==> config.mk <==
export PLATFORM = sky130hd
export DESIGN_NAME = fetch_unit
export DESIGN_NICKNAME = d
export VERILOG_FILES = /design/src/rtl/fetch_unit.sv
export SDC_FILE = /design/constraint.sdc
export NUM_CORES = 1
export LEC_CHECK = 0
export CAP_MARGIN = 20
export CORE_UTILIZATION = 55
export DETAILED_ROUTE_END_ITERATION = 16
export PLACE_DENSITY_LB_ADDON = 0.1
export SYNTH_ARGS = -nofsm -noshare
export SYNTH_HDL_FRONTEND = slang
export SYNTH_SLANG_ARGS = --single-unit
export TNS_END_PERCENT = 20
==> constraint.sdc <==
create_clock -name clk -period 13.09 [get_ports clk]
set_clock_uncertainty 0.05 [all_clocks]
set_input_delay 1.309 -clock clk [delete_from_list [all_inputs] [get_ports clk]]
set_output_delay 1.309 -clock clk [all_outputs]
set_load 0.005 [all_outputs]
==> src/rtl/fetch_unit.sv <==
// Instruction fetch stage: owns the fetch PC, filters ROM responses by echoed
// address into a small in-order buffer, and hands {pc, instruction} to decode.
module fetch_unit #(
  parameter logic [31:0] RESET_PC = 32'h0000_0000,
  parameter int unsigned DEPTH    = 2
) (
  input  logic        clk,
  input  logic        rst,
  input  logic        fetch_en,
  input  logic        redirect_valid,
  input  logic [31:0] redirect_pc,
  output logic [31:0] mem_addr,
  input  logic [31:0] mem_data,
  input  logic [31:0] mem_addr_echo,
  input  logic        mem_read_valid,
  input  logic        mem_ready,
  output logic        inst_valid,
  output logic [31:0] inst_data,
  output logic [31:0] inst_pc,
  input  logic        inst_ready
);
  localparam int unsigned PTR_W = (DEPTH > 1) ? $clog2(DEPTH) : 1;
  localparam int unsigned CNT_W = $clog2(DEPTH) + 1;

  logic [31:0]      r_fetch_pc;
  logic [31:0]      r_buf_pc   [DEPTH];
  logic [31:0]      r_buf_data [DEPTH];
  logic [PTR_W-1:0] r_wptr;
  logic [PTR_W-1:0] r_rptr;
  logic [CNT_W-1:0] r_count;
  logic             r_inst_valid;
  logic [31:0]      r_inst_data;
  logic [31:0]      r_inst_pc;

  logic             w_pop;
  logic             w_space;
  logic             w_echo_match;
  logic             w_accept;
  logic [PTR_W-1:0] w_wptr_nxt;
  logic [PTR_W-1:0] w_rptr_nxt;
  logic [CNT_W-1:0] w_count_nxt;
  logic             w_head_is_new;
  logic [31:0]      w_head_pc;
  logic [31:0]      w_head_data;
  logic             w_unused_bits;

  assign mem_addr   = r_fetch_pc;
  assign inst_valid = r_inst_valid;
  assign inst_data  = r_inst_data;
  assign inst_pc    = r_inst_pc;

  assign w_pop        = r_inst_valid & inst_ready;
  assign w_space      = (r_count < CNT_W'(DEPTH)) | w_pop;
  assign w_echo_match = ({mem_addr_echo[31:2], 2'b00} == r_fetch_pc);
  assign w_accept     = fetch_en & mem_ready & mem_read_valid & w_echo_match
                        & w_space & ~redirect_valid;

  assign w_wptr_nxt  = w_accept ? r_wptr + PTR_W'(1) : r_wptr;
  assign w_rptr_nxt  = w_pop    ? r_rptr + PTR_W'(1) : r_rptr;
  assign w_count_nxt = r_count + CNT_W'(w_accept) - CNT_W'(w_pop);

  // The next head is the word being written now when the buffer would otherwise be empty.
  assign w_head_is_new = w_accept & (r_wptr == w_rptr_nxt);
  assign w_head_pc     = w_head_is_new ? r_fetch_pc : r_buf_pc[w_rptr_nxt];
  assign w_head_data   = w_head_is_new ? mem_data   : r_buf_data[w_rptr_nxt];

  assign w_unused_bits = ^{mem_addr_echo[1:0], redirect_pc[1:0]};

  // Buffer storage needs no reset; occupancy is tracked by r_count.
  always_ff @(posedge clk) begin
    if (w_accept) begin
      r_buf_pc[r_wptr]   <= r_fetch_pc;
      r_buf_data[r_wptr] <= mem_data;
    end
  end

  always_ff @(posedge clk) begin
    if (rst) begin
      r_fetch_pc   <= RESET_PC;
      r_wptr       <= '0;
      r_rptr       <= '0;
      r_count      <= '0;
      r_inst_valid <= 1'b0;
      r_inst_data  <= '0;
      r_inst_pc    <= '0;
    end else if (redirect_valid) begin
      r_fetch_pc   <= {redirect_pc[31:2], 2'b00};
      r_wptr       <= '0;
      r_rptr       <= '0;
      r_count      <= '0;
      r_inst_valid <= 1'b0;
    end else begin
      if (w_accept) begin
        r_fetch_pc <= r_fetch_pc + 32'd4;
      end
      r_wptr       <= w_wptr_nxt;
      r_rptr       <= w_rptr_nxt;
      r_count      <= w_count_nxt;
      r_inst_valid <= (w_count_nxt != '0);
      if (w_count_nxt != '0) begin
        r_inst_data <= w_head_data;
        r_inst_pc   <= w_head_pc;
      end
    end
  end
endmodule

# After elaboration in Yosys (flattened, before gate mapping)
# Memories as Yosys holds them, arrays and structs flattened. A register that Yosys moved wholly into a read port is not among the register bits.
# Cells that the tools add are included.
# totals
regBits	37
elab_cells	32
mem_count	2
ramBits	128
in_bits	103
# memory_table
name	depth	word_bits	rd	rd_clocked_by_memory_dff	wr	line	text
r_buf_data	2	32	1	1	1	27	logic [31:0] r_buf_data [DEPTH];
r_buf_pc	2	32	1	1	1	26	logic [31:0] r_buf_pc [DEPTH];
# classes
eq_ne	1
addsub	5
bitwise	8
magnitude_cmp	1
n_mux	5
reduce_logical	4
# op_table
operator	n
32-bit two-way mux	2
32-bit by 3-bit adder with 32-bit output, second input constant	1
32-bit == test	1
1-bit AND	6
2-bit nonzero test	2
1-bit two-way mux	3
1-bit adder, second input constant	2
2-bit by 1-bit adder with 2-bit output	1
2-bit < comparator, second input constant	1
2-bit AND reduction	1
2-bit OR reduction	1
2-bit by 1-bit subtractor with 2-bit output	1
1-bit NOT	1
1-bit bitwise OR	1

# Depth between registers and ports, before layout
# Gate-level depths: netlist (run 1).
# depth
depth_word	9
depth_mapped	15

# Worst setup path after synthesis (run 1)
# OpenSTA, ideal clock, no wires.
# synth_path
path_kind	input to register
from	input port mem_addr_echo[28]
to	memory r_buf_data[0][0] (enable)
setup_ns	0.482
t_arrival_ns	5.112
setup_slack_ns	7.446
stages	5
required_time_ns	12.558
path_cell_list	xor2_1 -> nor4_2 -> nand4_2 -> or4_1 -> nor2_1
# synth_via
elab_chain_len	6
# synth_lines
item	line	text
from (decl)	14	input logic [31:0] mem_addr_echo,
32-bit == test	54	assign w_echo_match = ({mem_addr_echo[31:2], 2'b00} == r_fetch_pc);
1-bit AND	55	assign w_accept = fetch_en & mem_ready & mem_read_valid & w_echo_match
1-bit AND (2 in a row)	56	& w_space & ~redirect_valid;
1-bit two-way mux	71	if (w_accept) begin
1-bit two-way mux (not written as such)	73	r_buf_data[r_wptr] <= mem_data;
to (decl)	27	
# No other way between the ends.

# Worst setup path in the final report (run 1)
# layout_path
from	input port mem_addr_echo[18]
to	register r_inst_data[7], in the netlist inst_data[7] (read register of r_buf_data)
# layout_via
elab_chain_len	8
# layout_lines
item	line	text
32-bit == test	54	
1-bit AND	55	
1-bit AND (2 in a row)	56	
2-bit by 1-bit adder with 2-bit output	60	assign w_count_nxt = r_count + CNT_W'(w_accept) - CNT_W'(w_pop);
2-bit by 1-bit subtractor with 2-bit output	60	
2-bit nonzero test	100	if (w_count_nxt != '0) begin
2-bit AND reduction (no source line)	-	
to (decl)	32	logic [31:0] r_inst_data;
# No other way between the ends.
# A chain may end at the register's enable or synchronous reset.

==> impl_metrics.py, run 1 <==
metrics = {
    "clock_tree": {
        "htree_levels": 1,
        "clk_pin_slew_ns": 0.06,
        "clock_sinks": 221,
        "cts_tree": "done",
        "cts_buffer_depth": 3,
        "clk_latency_ns": 0.50,
        "post_cts_resized": 0,
        "cts_root_buffer": "clkbuf_16",
        "post_cts_buffers": 0,
        "hold_buffers": 0,
        "numCtsBuffers": 23,
    },
    "floorplanning": {
        "top_level_ports": 200,
        "rows": 47,
        "core_area_mm2": 0.0166,
        "start_util": 0.565,
        "die_x_um": 133,
        "die_y_um": 133,
        "die_area_mm2": 0.0176,
    },
    "power_and_ir_drop": {
        "power_mw": 1.48,
        "leakagePower_nw": 4.05,
        "ir_drop_mv": 0.121,
        "cellPowerDensity_mw_per_mm2": 121,
    },
    "critical_path": {
        "r2r_cells": 14,
        "path_class": "in2reg",
        "end_kind": "flop",
        "rr_startpoint": "mem_addr[6]",
        "critPathRequiredTime_ns": 13.46,
        "r2r_setup_slack_ns": 8.38,
        "start_kind": "input port",
        "r2r-end": "inst_data[7]",
        "arrival_ns": 5.79,
        "worstPathMaxFanout": 36,
    },
    "route": {
        "drtPass1Iterations": 4,
        "dr_wl_met2_mm": 11.1,
        "routed-wl-met3_mm": 1.41,
        "wire_per_inst_um": 20.4,
        "drt-met1-wl_mm": 9.89,
        "wirelength_mm": 23.0,
        "routed.top_layer": "met5",
        "ant_nets": 0,
        "drt_iter0_markers": 394,
        "drc": 0,
        "detail_route.vias_per_cell": 5.91,
        "dr_total_vias": 6639,
    },
    "grt": {
        "antenna_found_initial": 1,
        "grt_pass1_wl_mm": 36.0,
        "overflow": 0,
        "track_usage": 0.260,
        "grt_pass1_vias": 6647,
        "grt_max_degree": 57,
    },
    "place": {
        "place_hpwl_mm": 15.0,
        "gp_congestion": 0.842,
        "place_ws_ns": 7.17,
        "place_area_mm2": 0.0115,
        "io_buffers": 191,
    },
    "synth": {
        "synthFlopType": "edfxtp_1",
        "synthArstFlopShare": 0,
        "avgSynthCellArea_um2": 13.3,
        "yosysWarnings": 0,
        "syn-cell-area_mm2": 0.00940,
        "postSynthCellCount": 706,
        "yosysUniqueCellTypes": 50,
        "seq_area_frac_synth": 0.603,
        "synth_edf_count": 124,
        "synth-seq-cells": 221,
    },
    "run": {
        "cap_viol_max_count": 0,
    },
    "timing": {
        "timing.final.max_slew_violations": 0,
        "fin_crit_ns": 5.42,
        "rsz0062_at_grt": "no",
        "final.setup.tns_ns": 0,
        "period_share": 0.414,
        "finalWorstSetupSlack_ns": 7.67,
        "fmax_mhz": 185,
        "setup_viol": 0,
        "slew_headroom": 0.455,
        "worstMarginPinSlew_ns": 0.818,
        "hold_viol_final": 0,
    },
    "cells_and_area": {
        "antenna_cells": 0,
        "drive_above_1_share": 0.137,
        "syn_to_final_growth_pct": 30.3,
        "nets": 992,
        "final_area_mm2": 0.0122,
    },
    "hold_path": {
        "hold_path_depth": 1,
        "hp-start": "inst_data[31]",
        "hp-class": "reg2reg",
        "hold-path-endpoint": "inst_data[31]",
    },
    "status": {
        "outcome": "finished clean",
    },
}
Yosys cell counts (4+ instances only):
| library cell | number | area share |
|---|---|---|
| edfxtp_1 | 124 | 0.40 |
| dfxtp_1 | 97 | 0.21 |
| mux2_2 | 62 | 0.074 |
| mux2i_1 | 62 | 0.066 |
| o2bb2ai_1 | 62 | 0.058 |
| nor2_1 | 35 | 0.014 |
| clkbuf_1 | 32 | 0.013 |
| xor2_1 | 30 | 0.028 |
| a311oi_1 | 20 | 0.019 |
| nand2_1 | 20 | 0.0080 |
| inv_1 | 16 | 0.0064 |
| o21ai_0 | 15 | 0.0080 |
| nand3_1 | 14 | 0.0075 |
| or3_1 | 13 | 0.0087 |
| nor4_1 | 12 | 0.0080 |
| buf_2 | 10 | 0.0053 |
| xnor2_1 | 8 | 0.0075 |
| and4_1 | 6 | 0.0056 |
| nand4_1 | 6 | 0.0040 |
| a211oi_1 | 5 | 0.0040 |
| or4_1 | 5 | 0.0040 |
| and2_1 | 4 | 0.0027 |
| buf_4 | 4 | 0.0032 |
| nor4_2 | 4 | 0.0053 |
worst max-delay path by stage:
stage | cells past startpoint | slack, ns | to | from
finish | 15 | 7.67 | inst_data[7] | mem_addr_echo[18]
global route | 15 | 7.46 | inst_data[7] | mem_addr_echo[18]
global placement | 15 | 7.27 | inst_pc[13] | mem_addr_echo[18]
floorplan | 5 | 7.45 | r_buf_data[0][0] | mem_addr_echo[28]
detailed placement | 15 | 7.17 | inst_data[10] | mem_addr_echo[18]
CTS | 15 | 7.68 | inst_data[7] | mem_addr_echo[18]
where the power goes:
group | internal [mW] | total [mW] | switching (mW)
Combinational | 0.0501 | 0.0880 | 0.0379
Sequential | 0.739 | 0.757 | 0.0181
Clock | 0.382 | 0.639 | 0.257
registers in the layout, indices dropped and copies added, names as in the netlist:
name	count
inst_pc	30
inst_data	32
r_buf_pc	60
r_buf_data	64
r_count	2
mem_addr	30
r_wptr	1
inst_valid	1
r_rptr	1
metal layers:
| metal | up-vias | global-route usage |
|---|---|---|
| met5 | - | 0 |
| met4 | 2 | 0.0932 |
| met3 | 46 | 0.0460 |
| met2 | 241 | 0.430 |
| met1 | 3256 | 0.345 |
| li1 | 3094 | - |
layout by cell type (no fill, tap or decap), types with 10 or more instances in the layout:
| cell type | synthesis | routed |
|---|---|---|
| nor2_1 | 35 | 32 |
| xor2_1 | 30 | 30 |
| edfxtp_1 | 124 | 124 |
| dfxtp_1 | 97 | 97 |
| o2bb2ai_1 | 62 | 62 |
| nand3_1 | 14 | 14 |
| inv_1 | 16 | 16 |
| o21ai_0 | 15 | 15 |
| nand2_1 | 20 | 20 |
| nor4_1 | 12 | 11 |
| buf_4 | 4 | 10 |
| a311oi_1 | 20 | 20 |
| clkdlybuf4s50_1 | 0 | 191 |
| or3_1 | 13 | 13 |
| clkbuf_16 | 0 | 23 |
| mux2_2 | 62 | 62 |
| mux2i_1 | 62 | 62 |
final cells by class:
cell class                      count  area [um^2]
Clock inverter                      9         71.3
Timing Repair Buffer              201         1990
Multi-Input combinational cell    423         3500
Fill cell                        1126         4400
Sequential cell                   221         5670
Inverter                           16         60.1
Clock buffer                       33          683
Tap cell                          220          275
kinds of logic (layout without fill, tap and decap cells):
group / Yosys count / count (layout) / share of synthesized area
simple gates: 129 / 129 / 0.0776
xor+xnor: 39 / 39 / 0.0378
fa+ha+maj: 3 / 3 / 0.00400
flops: 221 / 221 / 0.603
buf+inv: 65 / 259 / 0.0305
compound gates: 124 / 124 / 0.106
other cells: 1 / 4 / 0.000399
mux: 124 / 124 / 0.140
stage by stage:
| step | hold slack [ns] | cells | utilization |
|---|---|---|---|
| floorplan | 0.406 | 709 | - |
| global placement | 0.393 | 1081 | 0.690 |
| detailed placement | 0.396 | 1081 | 0.690 |
| CTS | 0.414 | 1123 | 0.736 |
| global route | 0.430 | 1123 | 0.736 |
| finish | 0.413 | 1123 | 0.736 |
critical path, stage by stage:
cell	delay (ns)
clkdlybuf4s50_1	0.43
xor2_1	0.17
nor4_2	0.49
nand4_2	0.33
or4_1	0.63
ha_1	0.34
inv_1	0.04
ha_1	0.18
xnor2_1	0.13
xnor2_1	0.19
nor2_1	0.11
nor2_1	0.07
nor2_4	0.64
buf_4	0.51
o2bb2ai_1	0.18
Note: power is estimated with default switching activity, not from simulation.
==> run 2, diff against run 1 <==
--- a/config.mk
+++ b/config.mk
@@ -6,7 +6,7 @@
 export NUM_CORES = 1
 export LEC_CHECK = 0
 export CAP_MARGIN = 20
-export CORE_UTILIZATION = 55
+export CORE_UTILIZATION = 51
 export DETAILED_ROUTE_END_ITERATION = 16
 export PLACE_DENSITY_LB_ADDON = 0.1
 export SYNTH_ARGS = -nofsm -noshare
==> constraint.sdc (replaced) <==
create_clock -name clk -period 5.14 [get_ports clk]
set_clock_uncertainty 0.05 [all_clocks]
set_input_delay 0.514 -clock clk [delete_from_list [all_inputs] [get_ports clk]]
set_output_delay 0.514 -clock clk [all_outputs]
set_load 0.005 [all_outputs]
==> impl_metrics.py, run 2 (synthesis results as in run 1) <==
metrics = {
    "power_and_ir_drop": {
        "cellPowerDensity_mw_per_mm2": 314,
        "leakagePower_nw": 4.12,
        "ir_drop_mv": 0.417,
    },
    "cells_and_area": {
        "antenna_cells": 0,
        "layout_commonest_cell": "clkdlybuf4s50_1",
        "seq_area_mm2": 0.00567,
        "top_register": "r_buf_data",
        "fin_util": 0.688,
        "multi_input_area_mm2": 0.00350,
        "drive_above_1_share": 0.147,
        "fill_cells": 1309,
        "syn_to_final_growth_pct": 31.9,
        "largest_register_ff_count": 64,
        "nets": 1001,
        "mostFrequentLayoutCells": "191 x clkdlybuf4s50_1, 124 x edfxtp_1, 97 x dfxtp_1",
    },
    "grt": {
        "grt_max_degree": 60,
        "overflow": 0,
        "top_usage_layer": "met2",
        "grt_pass1_wl_mm": 35.8,
        "antenna_found_initial": 1,
        "gr-usage-met2": 0.407,
        "use_met1": 0.327,
        "grt_pass1_vias": 6709,
        "track_usage": 0.245,
        "use_met3": 0.0445,
    },
    "critical_path": {
        "end_kind": "flop",
        "path_class": "reg2reg",
        "arrival_ns": 4.65,
        "r2r_cells": 14,
        "critPathRequiredTime_ns": 5.52,
        "rr_startpoint": "mem_addr[22]",
        "r2r-end": "inst_pc[21]",
        "start_kind": "flop",
        "r2r_setup_slack_ns": 0.87,
        "worstPathMaxFanout": 25,
    },
    "clock_tree": {
        "cts_buffer_depth": 3,
        "clk_latency_ns": 0.51,
        "post_cts_buffers": 0,
        "cts_root_buffer": "clkbuf_16",
        "htree_levels": 1,
        "numCtsBuffers": 24,
        "clk_pin_slew_ns": 0.07,
        "cts_tree": "done",
        "post_cts_resized": 0,
        "clock_sinks": 221,
        "hold_buffers": 0,
    },
    "route": {
        "wirelength_mm": 23.4,
        "ant_nets": 0,
        "dr_total_vias": 6592,
        "drtPass1Iterations": 5,
        "drc": 0,
        "wire_per_inst_um": 20.5,
        "drt_iter0_markers": 398,
        "detail_route.vias_per_cell": 5.77,
    },
    "floorplanning": {
        "top_level_ports": 200,
        "die_y_um": 138,
        "core_area_mm2": 0.0180,
        "rows": 49,
        "die_x_um": 138,
        "die_area_mm2": 0.0190,
        "start_util": 0.521,
    },
    "timing": {
        "setup_viol": 0,
        "slew_headroom": 0.410,
        "timing.final.max_slew_violations": 0,
        "hold_viol_final": 0,
        "fin_crit_ns": 4.27,
        "period_share": 0.831,
        "worstMarginPinSlew_ns": 0.885,
        "fmax_mhz": 234,
        "final.setup.tns_ns": 0,
        "rsz0062_at_grt": "no",
    },
    "place": {
        "gp_congestion": 0.836,
        "place_hpwl_mm": 14.9,
        "io_buffers": 191,
    },
    "hold_path": {
        "hold-path-endpoint": "inst_data[5]",
        "hp-class": "reg2reg",
        "hp-start": "inst_data[5]",
        "hold_path_depth": 1,
    },
    "run": {
        "cap_viol_max_count": 0,
    },
    "status": {
        "outcome": "finished clean",
    },
}
run 2: area by class of cell:
type                    instances  area share
repair buffers                209       0.167
well taps                     229      0.0231
multi-input cells             423       0.283
clock buffers                  31      0.0547
inverters                      16     0.00485
flip-flops and latches        221       0.457
clock inverters                13      0.0105
run 2: worst max-delay path by stage:
stage,startpoint,to,slack [ns],depth (start not counted)
floorplan,mem_addr_echo[28],r_buf_data[0][0],0.29,5
global placement,inst_ready,inst_pc[17],0.63,15
detailed placement,inst_ready,inst_pc[21],0.52,15
CTS,mem_addr[7],inst_pc[21],0.87,14
global route,mem_addr[7],inst_pc[21],0.58,14
finish,mem_addr[22],inst_pc[21],0.87,14
run 2: worst max-delay path, stage by stage (launching register included):
cell and delay [ns]:
dfxtp_1 0.55, xor2_1 0.14, nor4_2 0.56, nand4_2 0.17
or4_1 0.48, ha_1 0.30, inv_1 0.05, ha_1 0.19
xnor2_1 0.17, xnor2_1 0.15, nor2_1 0.11, nor2_1 0.08
nor2_4 0.60, buf_4 0.40, o2bb2ai_1 0.17
run 2: report_power, final:
part / internal, mW / leakage, nW / switching [mW] / total (mW)
sequential: 1.88 / 1.93 / 0.0415 / 1.92
combinational: 0.130 / 1.79 / 0.101 / 0.231
clock: 1.04 / 0.399 / 0.699 / 1.73
run 2: per-stage QoR:
| stage | cell area, um^2 | setup WS (ns) | hold WS, ns | power, mW | instances |
|---|---|---|---|---|---|
| final | 12400 | 0.871 | 0.411 | 3.89 | 1142 |
| after global routing | 12400 | 0.579 | 0.426 | 4.00 | 1142 |
| after floorplan | 9410 | 0.291 | 0.406 | 2.03 | 709 |
| after global placement | 11600 | 0.634 | 0.394 | 2.18 | 1098 |
| after CTS | 12400 | 0.875 | 0.416 | 3.91 | 1142 |
| after detailed placement | 11600 | 0.517 | 0.398 | 2.19 | 1098 |
run 2: per-layer routing:
layer / vias to the layer above / share of wire
li1: 3094 / -
met2: 176 / 0.48
met1: 3291 / 0.45
met3: 31 / 0.054
met5: - / 0
met4: 0 / 0.020
